<file path="src/rtl/ctrl_pipe_hazard.sv">
// Control pipeline ID->EX->MEM->WB with hazard stall, branch flush and perf counters.
// Build option: define CTRL_FWD_EN to enable the EX operand forwarding unit.
module ctrl_pipe_hazard #(
    parameter int RA_W  = 5,
    parameter int CNT_W = 32
) (
    input  logic             clk,
    input  logic             reset,
    input  logic             id_valid,
    input  logic             id_regwrite,
    input  logic             id_alusrc,
    input  logic             id_memwrite,
    input  logic             id_branch,
    input  logic             id_memread,
    input  logic             id_memtoreg,
    input  logic [1:0]       id_aluop,
    input  logic [6:0]       id_op,
    input  logic [RA_W-1:0]  id_rs1,
    input  logic [RA_W-1:0]  id_rs2,
    input  logic [RA_W-1:0]  id_rd,
    input  logic             ex_br_taken,
    output logic             pc_write,
    output logic             ifid_write,
    output logic             ifid_flush,
    output logic             ex_regwrite,
    output logic             ex_alusrc,
    output logic             ex_memwrite,
    output logic             ex_branch,
    output logic             ex_memread,
    output logic             ex_memtoreg,
    output logic [1:0]       ex_aluop,
    output logic [6:0]       ex_op,
    output logic [RA_W-1:0]  ex_rd,
    output logic             mem_regwrite,
    output logic             mem_memwrite,
    output logic             mem_memread,
    output logic             mem_memtoreg,
    output logic [RA_W-1:0]  mem_rd,
    output logic             wb_regwrite,
    output logic             wb_memtoreg,
    output logic [RA_W-1:0]  wb_rd,
    output logic [1:0]       fwd_a,
    output logic [1:0]       fwd_b,
    output logic [CNT_W-1:0] stall_cnt,
    output logic [CNT_W-1:0] flush_cnt
);

    typedef struct packed {
        logic            regwrite;
        logic            alusrc;
        logic            memwrite;
        logic            branch;
        logic            memread;
        logic            memtoreg;
        logic [1:0]      aluop;
        logic [6:0]      op;
        logic [RA_W-1:0] rd;
    } ex_ctrl_t;

    typedef struct packed {
        logic            regwrite;
        logic            memwrite;
        logic            memread;
        logic            memtoreg;
        logic [RA_W-1:0] rd;
    } mem_ctrl_t;

    typedef struct packed {
        logic            regwrite;
        logic            memtoreg;
        logic [RA_W-1:0] rd;
    } wb_ctrl_t;

    localparam logic [RA_W-1:0]  RA_ZERO    = {RA_W{1'b0}};
    localparam logic [CNT_W-1:0] CNT_ZERO   = {CNT_W{1'b0}};
    localparam logic [CNT_W-1:0] CNT_MAX    = {CNT_W{1'b1}};
    localparam logic [CNT_W-1:0] CNT_ONE    = {{(CNT_W-1){1'b0}}, 1'b1};
    localparam ex_ctrl_t         EX_BUBBLE  = {$bits(ex_ctrl_t){1'b0}};
    localparam mem_ctrl_t        MEM_BUBBLE = {$bits(mem_ctrl_t){1'b0}};
    localparam wb_ctrl_t         WB_BUBBLE  = {$bits(wb_ctrl_t){1'b0}};

    ex_ctrl_t         ex_q, ex_d;
    mem_ctrl_t        mem_q, mem_d;
    wb_ctrl_t         wb_q, wb_d;
    logic [CNT_W-1:0] stall_cnt_q, stall_cnt_d, flush_cnt_q, flush_cnt_d;
    logic             use_rs1_s, use_rs2_s, ex_hit_s, load_use_s, hazard_s;
    logic             stall_s, flush_s, bubble_s;

    function automatic logic rs_hit(input logic [RA_W-1:0] rd, input logic [RA_W-1:0] rs1,
                                    input logic [RA_W-1:0] rs2, input logic u1, input logic u2);
        rs_hit = (rd != RA_ZERO) && ((u1 && (rs1 == rd)) || (u2 && (rs2 == rd)));
    endfunction

    // Which source registers the ID opcode actually reads
    always_comb begin
        use_rs1_s = 1'b1;
        use_rs2_s = 1'b0;
        case (id_op)
            7'b0110111, 7'b0010111, 7'b1101111: begin use_rs1_s = 1'b0; use_rs2_s = 1'b0; end
            7'b0110011, 7'b0100011, 7'b1100011: begin use_rs1_s = 1'b1; use_rs2_s = 1'b1; end
            default:                            begin use_rs1_s = 1'b1; use_rs2_s = 1'b0; end
        endcase
    end

    // Hazard detection; a taken branch overrides any stall
    always_comb begin
        ex_hit_s   = id_valid & rs_hit(ex_q.rd, id_rs1, id_rs2, use_rs1_s, use_rs2_s);
        load_use_s = ex_hit_s & ex_q.memread;
`ifdef CTRL_FWD_EN
        hazard_s   = load_use_s;
`else
        hazard_s   = load_use_s | (ex_hit_s & ex_q.regwrite) |
                     (id_valid & mem_q.regwrite & rs_hit(mem_q.rd, id_rs1, id_rs2, use_rs1_s, use_rs2_s));
`endif
        flush_s    = ex_br_taken & ~reset;
        stall_s    = hazard_s & ~ex_br_taken & ~reset;
        bubble_s   = ex_br_taken | hazard_s | ~id_valid;
    end

    // Next-state of the stage registers and saturating counters
    always_comb begin
        ex_d = EX_BUBBLE;
        if (!bubble_s) begin
            ex_d.regwrite = id_regwrite;
            ex_d.alusrc   = id_alusrc;
            ex_d.memwrite = id_memwrite;
            ex_d.branch   = id_branch;
            ex_d.memread  = id_memread;
            ex_d.memtoreg = id_memtoreg;
            ex_d.aluop    = id_aluop;
            ex_d.op       = id_op;
            ex_d.rd       = id_rd;
        end else begin
            ex_d = EX_BUBBLE;
        end
        mem_d.regwrite = ex_q.regwrite;
        mem_d.memwrite = ex_q.memwrite;
        mem_d.memread  = ex_q.memread;
        mem_d.memtoreg = ex_q.memtoreg;
        mem_d.rd       = ex_q.rd;
        wb_d.regwrite  = mem_q.regwrite;
        wb_d.memtoreg  = mem_q.memtoreg;
        wb_d.rd        = mem_q.rd;
        if (stall_s && (stall_cnt_q != CNT_MAX)) begin
            stall_cnt_d = stall_cnt_q + CNT_ONE;
        end else begin
            stall_cnt_d = stall_cnt_q;
        end
        if (flush_s && (flush_cnt_q != CNT_MAX)) begin
            flush_cnt_d = flush_cnt_q + CNT_ONE;
        end else begin
            flush_cnt_d = flush_cnt_q;
        end
    end

    // Pipeline and counter state
    always_ff @(posedge clk) begin
        if (reset) begin
            ex_q        <= EX_BUBBLE;
            mem_q       <= MEM_BUBBLE;
            wb_q        <= WB_BUBBLE;
            stall_cnt_q <= CNT_ZERO;
            flush_cnt_q <= CNT_ZERO;
        end else begin
            ex_q        <= ex_d;
            mem_q       <= mem_d;
            wb_q        <= wb_d;
            stall_cnt_q <= stall_cnt_d;
            flush_cnt_q <= flush_cnt_d;
        end
    end

`ifdef CTRL_FWD_EN
    logic [RA_W-1:0] ex_rs1_q, ex_rs1_d, ex_rs2_q, ex_rs2_d;
    logic [1:0]      fwd_a_s, fwd_b_s;

    function automatic logic [1:0] fwd_sel(input logic [RA_W-1:0] rs, input mem_ctrl_t m, input wb_ctrl_t w);
        if (m.regwrite && (m.rd != RA_ZERO) && (m.rd == rs)) begin
            fwd_sel = 2'b10;
        end else if (w.regwrite && (w.rd != RA_ZERO) && (w.rd == rs)) begin
            fwd_sel = 2'b01;
        end else begin
            fwd_sel = 2'b00;
        end
    endfunction

    // Only sources actually read travel with the instruction; bubbles carry x0
    always_comb begin
        ex_rs1_d = (!bubble_s && use_rs1_s) ? id_rs1 : RA_ZERO;
        ex_rs2_d = (!bubble_s && use_rs2_s) ? id_rs2 : RA_ZERO;
        if (reset) begin
            fwd_a_s = 2'b00;
            fwd_b_s = 2'b00;
        end else begin
            fwd_a_s = fwd_sel(ex_rs1_q, mem_q, wb_q);
            fwd_b_s = fwd_sel(ex_rs2_q, mem_q, wb_q);
        end
    end

    // EX source register fields for the forwarding compare
    always_ff @(posedge clk) begin
        if (reset) begin
            ex_rs1_q <= RA_ZERO;
            ex_rs2_q <= RA_ZERO;
        end else begin
            ex_rs1_q <= ex_rs1_d;
            ex_rs2_q <= ex_rs2_d;
        end
    end

    assign fwd_a = fwd_a_s;
    assign fwd_b = fwd_b_s;
`else
    assign fwd_a = 2'b00;
    assign fwd_b = 2'b00;
`endif

    assign pc_write     = ~stall_s;
    assign ifid_write   = ~stall_s;
    assign ifid_flush   = flush_s;
    assign ex_regwrite  = ex_q.regwrite;
    assign ex_alusrc    = ex_q.alusrc;
    assign ex_memwrite  = ex_q.memwrite;
    assign ex_branch    = ex_q.branch;
    assign ex_memread   = ex_q.memread;
    assign ex_memtoreg  = ex_q.memtoreg;
    assign ex_aluop     = ex_q.aluop;
    assign ex_op        = ex_q.op;
    assign ex_rd        = ex_q.rd;
    assign mem_regwrite = mem_q.regwrite;
    assign mem_memwrite = mem_q.memwrite;
    assign mem_memread  = mem_q.memread;
    assign mem_memtoreg = mem_q.memtoreg;
    assign mem_rd       = mem_q.rd;
    assign wb_regwrite  = wb_q.regwrite;
    assign wb_memtoreg  = wb_q.memtoreg;
    assign wb_rd        = wb_q.rd;
    assign stall_cnt    = stall_cnt_q;
    assign flush_cnt    = flush_cnt_q;

endmodule

</file>
<file path="config.mk">
export PLATFORM = sky130hd
export DESIGN_NAME = ctrl_pipe_hazard
export DESIGN_NICKNAME = d
export VERILOG_FILES = /design/src/rtl/ctrl_pipe_hazard.sv
export SDC_FILE = /design/constraint.sdc
export NUM_CORES = 1
export LEC_CHECK = 0
export BUFFER_PORTS_ARGS = -buffer_cell sky130_fd_sc_hd__buf_2
export CORE_ASPECT_RATIO = 2
export CORE_MARGIN = 8
export CORE_UTILIZATION = 29
export DETAILED_ROUTE_END_ITERATION = 12
export SKIP_CTS_REPAIR_TIMING = 1
export SLEW_MARGIN = 10
export SYNTH_ARGS = -nofsm -noshare
export SYNTH_HDL_FRONTEND = slang
export SYNTH_SLANG_ARGS = --single-unit
</file>
<file path="constraint.sdc">
create_clock -name clk -period 5.02 [get_ports clk]
set_input_delay 1.255 -clock clk [delete_from_list [all_inputs] [get_ports clk]]
set_output_delay 1.255 -clock clk [all_outputs]
set_load 0.02 [all_outputs]
</file>
==> results.cfg <==
[setup_path]
path_class = primary input to output port
end_kind = output port
arrival_ns = 2.87
reg2reg_depth = 7
critPathMaxStageDelay_ns = 0.55
crit_slowest_cell = o21ai_2
cp_max_fo = 15
worst_path_most_repeated_cell = buf_2
crit_chain = buf_2 > and2_1 > nand4_1 > nor4_1 > a41o_1 > o21ai_2 > buf_2
start_kind = primary input
required_ns = 3.76

[sta]
setup_viol = 0
period_needed_ns = 4.12
relSlewSlack_pct = 26.7
worst_slew_pin_slew_ns = 1.09
fin_crit_sh_pct = 82.1
fin_setup_tns_ns = 0
max_freq_ghz = 0.243
skew_ns = 0.00849
hold_viol = 0
rsz0062_at_grt = false
slew_violations = 0

[routing]
drtAntennaViolNets = 0
routed_wl_mm = 13.0
drt_iter0_drc = 84
wl_per_cell_um = 15.5
drc = 0
via_count = 4058
via_per_inst = 4.86
drtPass1Iterations = 4

[power]
p_clk_share_pct = 43.6
power_density_mw_per_mm2 = 281
p_int_uw = 1190
p_seq_share_pct = 51.3
p_sw_share_pct = 24.3
p_switching_uw = 382
power_frac_comb_pct = 5.1
ir_drop_mv = 0.159
p_leak_uw = 0.00237

[logic_synthesis]
synth_edf_count = 0
syn_area_mm2 = 0.00449
ys.flop_type = dfxtp_1
synthCells = 505
synth.avg_cell_area_um2 = 8.88
synth-seq-cells = 100
seq_area_frac_synth_pct = 44.6
async_reset_ff_share_pct = 0
netlist-cell-type-count = 49
ys_warn_count = 0

[floorplanning]
die_h_um = 192
core.rowCount = 64
die_x_um = 104
die_area_mm2 = 0.0199
core_area_mm2 = 0.0152
io_pins = 141
initial_core_util_pct = 29.5

[final_layout]
nFillCells = 1624
fin_cells = 835
drive_gt1_share_pct = 26.7
diodes = 0
nNetsFinal = 668
area_growth_pct = 24.9

[cts]
tritoncts = yes
cts-root-buf = clkbuf_16
cts.clk_slew.worst_paths_ns = 0.08
ctsLongestPathBuffers = 2
clk_latency_ns = 0.35
cts_num_sinks = 100
cts_buffers = 9
htreeDepth = 3

[grt]
overflow = 0
grt_pass1_wl_mm = 20.9
grt_pass1_vias = 4115
grt_max_degree = 79
antenna_found_initial = 0
grtUsageTotal_pct = 12.9

[min_path]
hp-class = flop to flop
hold_depth = 1

[placement]
portBuffers = 136
hpwl_mm = 10.0
placed_cells_incl_taps = 819
gp_congestion = 0.784

[status]
status = finished, final reports clean

[flow_run]
drv_cap = 0
-- worst max-delay path, delay by kind of cell --
kind / cells / cell delay, ns
simple gates: 3 / 0.40
buf+inv: 2 / 0.39
compound gates: 2 / 0.82
-- layer usage --
layer / track usage (%) / vias up / wire length, um
met3: 3.80 / 18 / 779
met1: 12.6 / 1896 / 4730
met5: 0 / - / 0
met2: 24.0 / 99 / 7100
li1: - / 2045 / -
met4: 6.95 / 0 / 371
-- cell usage in the layout, fill, tap and decap left out, types with 2 or more instances in the layout --
cell type / instances
and3_2: 2
buf_2: 136
or3_1: 17
o41ai_1: 3
nor3_1: 5
inv_6: 3
o21ai_0: 17
inv_1: 8
nor2_1: 46
nand2_1: 30
xor2_1: 26
nor4_1: 4
and2_1: 24
nand4_1: 22
nor2b_1: 19
o31ai_1: 15
clkbuf_16: 9
a21oi_1: 33
o21ai_1: 2
nand3_1: 20
nand4_2: 2
dfxtp_1: 100
or4_1: 16
and3_1: 15
ha_1: 2
and4_1: 6
buf_4: 4
o211ai_1: 3
conb_1: 4
xnor2_1: 21
-- worst paths after layout --
| path | start | endpoint | slack (ns) |
|---|---|---|---|
| setup / recovery | id_op[1] | ifid_write | 0.90 |
| hold / removal | mem_memtoreg | wb_memtoreg | 0.46 |
| setup reg to reg | mem_rd[1] | ex_op[6] | 1.90 |
| hold reg to reg | mem_memtoreg | wb_memtoreg | 0.46 |
-- flip-flops by register name, summed over array words and instances (netlist names) --
register / flops
wb_rd: 5
ex_branch: 1
mem_memread: 1
mem_memwrite: 1
ex_op: 7
ex_memwrite: 1
ex_alusrc: 1
mem_memtoreg: 1
ex_rd: 5
ex_regwrite: 1
ex_memread: 1
ex_memtoreg: 1
mem_regwrite: 1
wb_regwrite: 1
stall_cnt: 32
mem_rd: 5
wb_memtoreg: 1
ex_aluop: 2
flush_cnt: 32
-- metrics by stage --
step / total power [uW] / cell area [um2] / hold slack, ns / util [%] / setup slack [ns]
detailed placement: 907 / 5310 / 0.449 / 34.9 / 0.880
global placement: 907 / 5310 / 0.437 / 34.9 / 0.889
finish: 1570 / 5600 / 0.458 / 36.8 / 0.900
global route: 1640 / 5600 / 0.478 / 36.8 / 0.756
floorplan: 873 / 4500 / 0.546 / - / 1.17
CTS: 1600 / 5600 / 0.460 / 36.8 / 0.880
-- power groups by stage --
stage	registers [uW]	clock network, uW	logic, uW
after global placement	825	0	81.4
after CTS	806	712	82.3
final	806	686	80.5
after detailed placement	825	0	82.0
after global routing	808	741	89.0
after floorplan	834	0	39.6
-- logic make-up after synthesis --
group,share of synthesized area [%]
flops,44.6
xor+xnor,9.17
simple gates,30.4
buf+inv,3.93
mux,0.251
other cells,0.0836
fa+ha+maj,0.558
compound gates,11.0
-- layout make-up --
| type | count | area, um2 | share of cell area [%] |
|---|---|---|---|
| flip-flops and latches | 100 | 2000 | 35.7 |
| well taps | 198 | 248 | 4.42 |
| multi-input cells | 373 | 2320 | 41.4 |
| inverters | 8 | 30.0 | 0.536 |
| clock buffers | 10 | 239 | 4.27 |
| repair buffers | 140 | 711 | 12.7 |
| clock inverters | 6 | 53.8 | 0.960 |
-- synthesized netlist by cell type (6+ instances only) --
cell	instances	area share [%]
and3_1	15	2.1
and2_1	24	3.3
and4_1	6	1.2
a21oi_1	33	3.7
buf_4	7	1.2
nand2_1	30	2.5
nor2_1	46	3.8
clkbuf_1	15	1.3
nand3_1	20	2.2
or3_1	17	2.4
o21ai_0	17	1.9
nor2b_1	19	2.6
xnor2_1	21	4.1
xor2_1	26	5.1
o31ai_1	15	2.5
or4_1	16	2.7
dfxtp_1	100	45
nand4_1	22	3.1
inv_1	8	0.67
No activity file was read; power rests on OpenSTA's default activity.
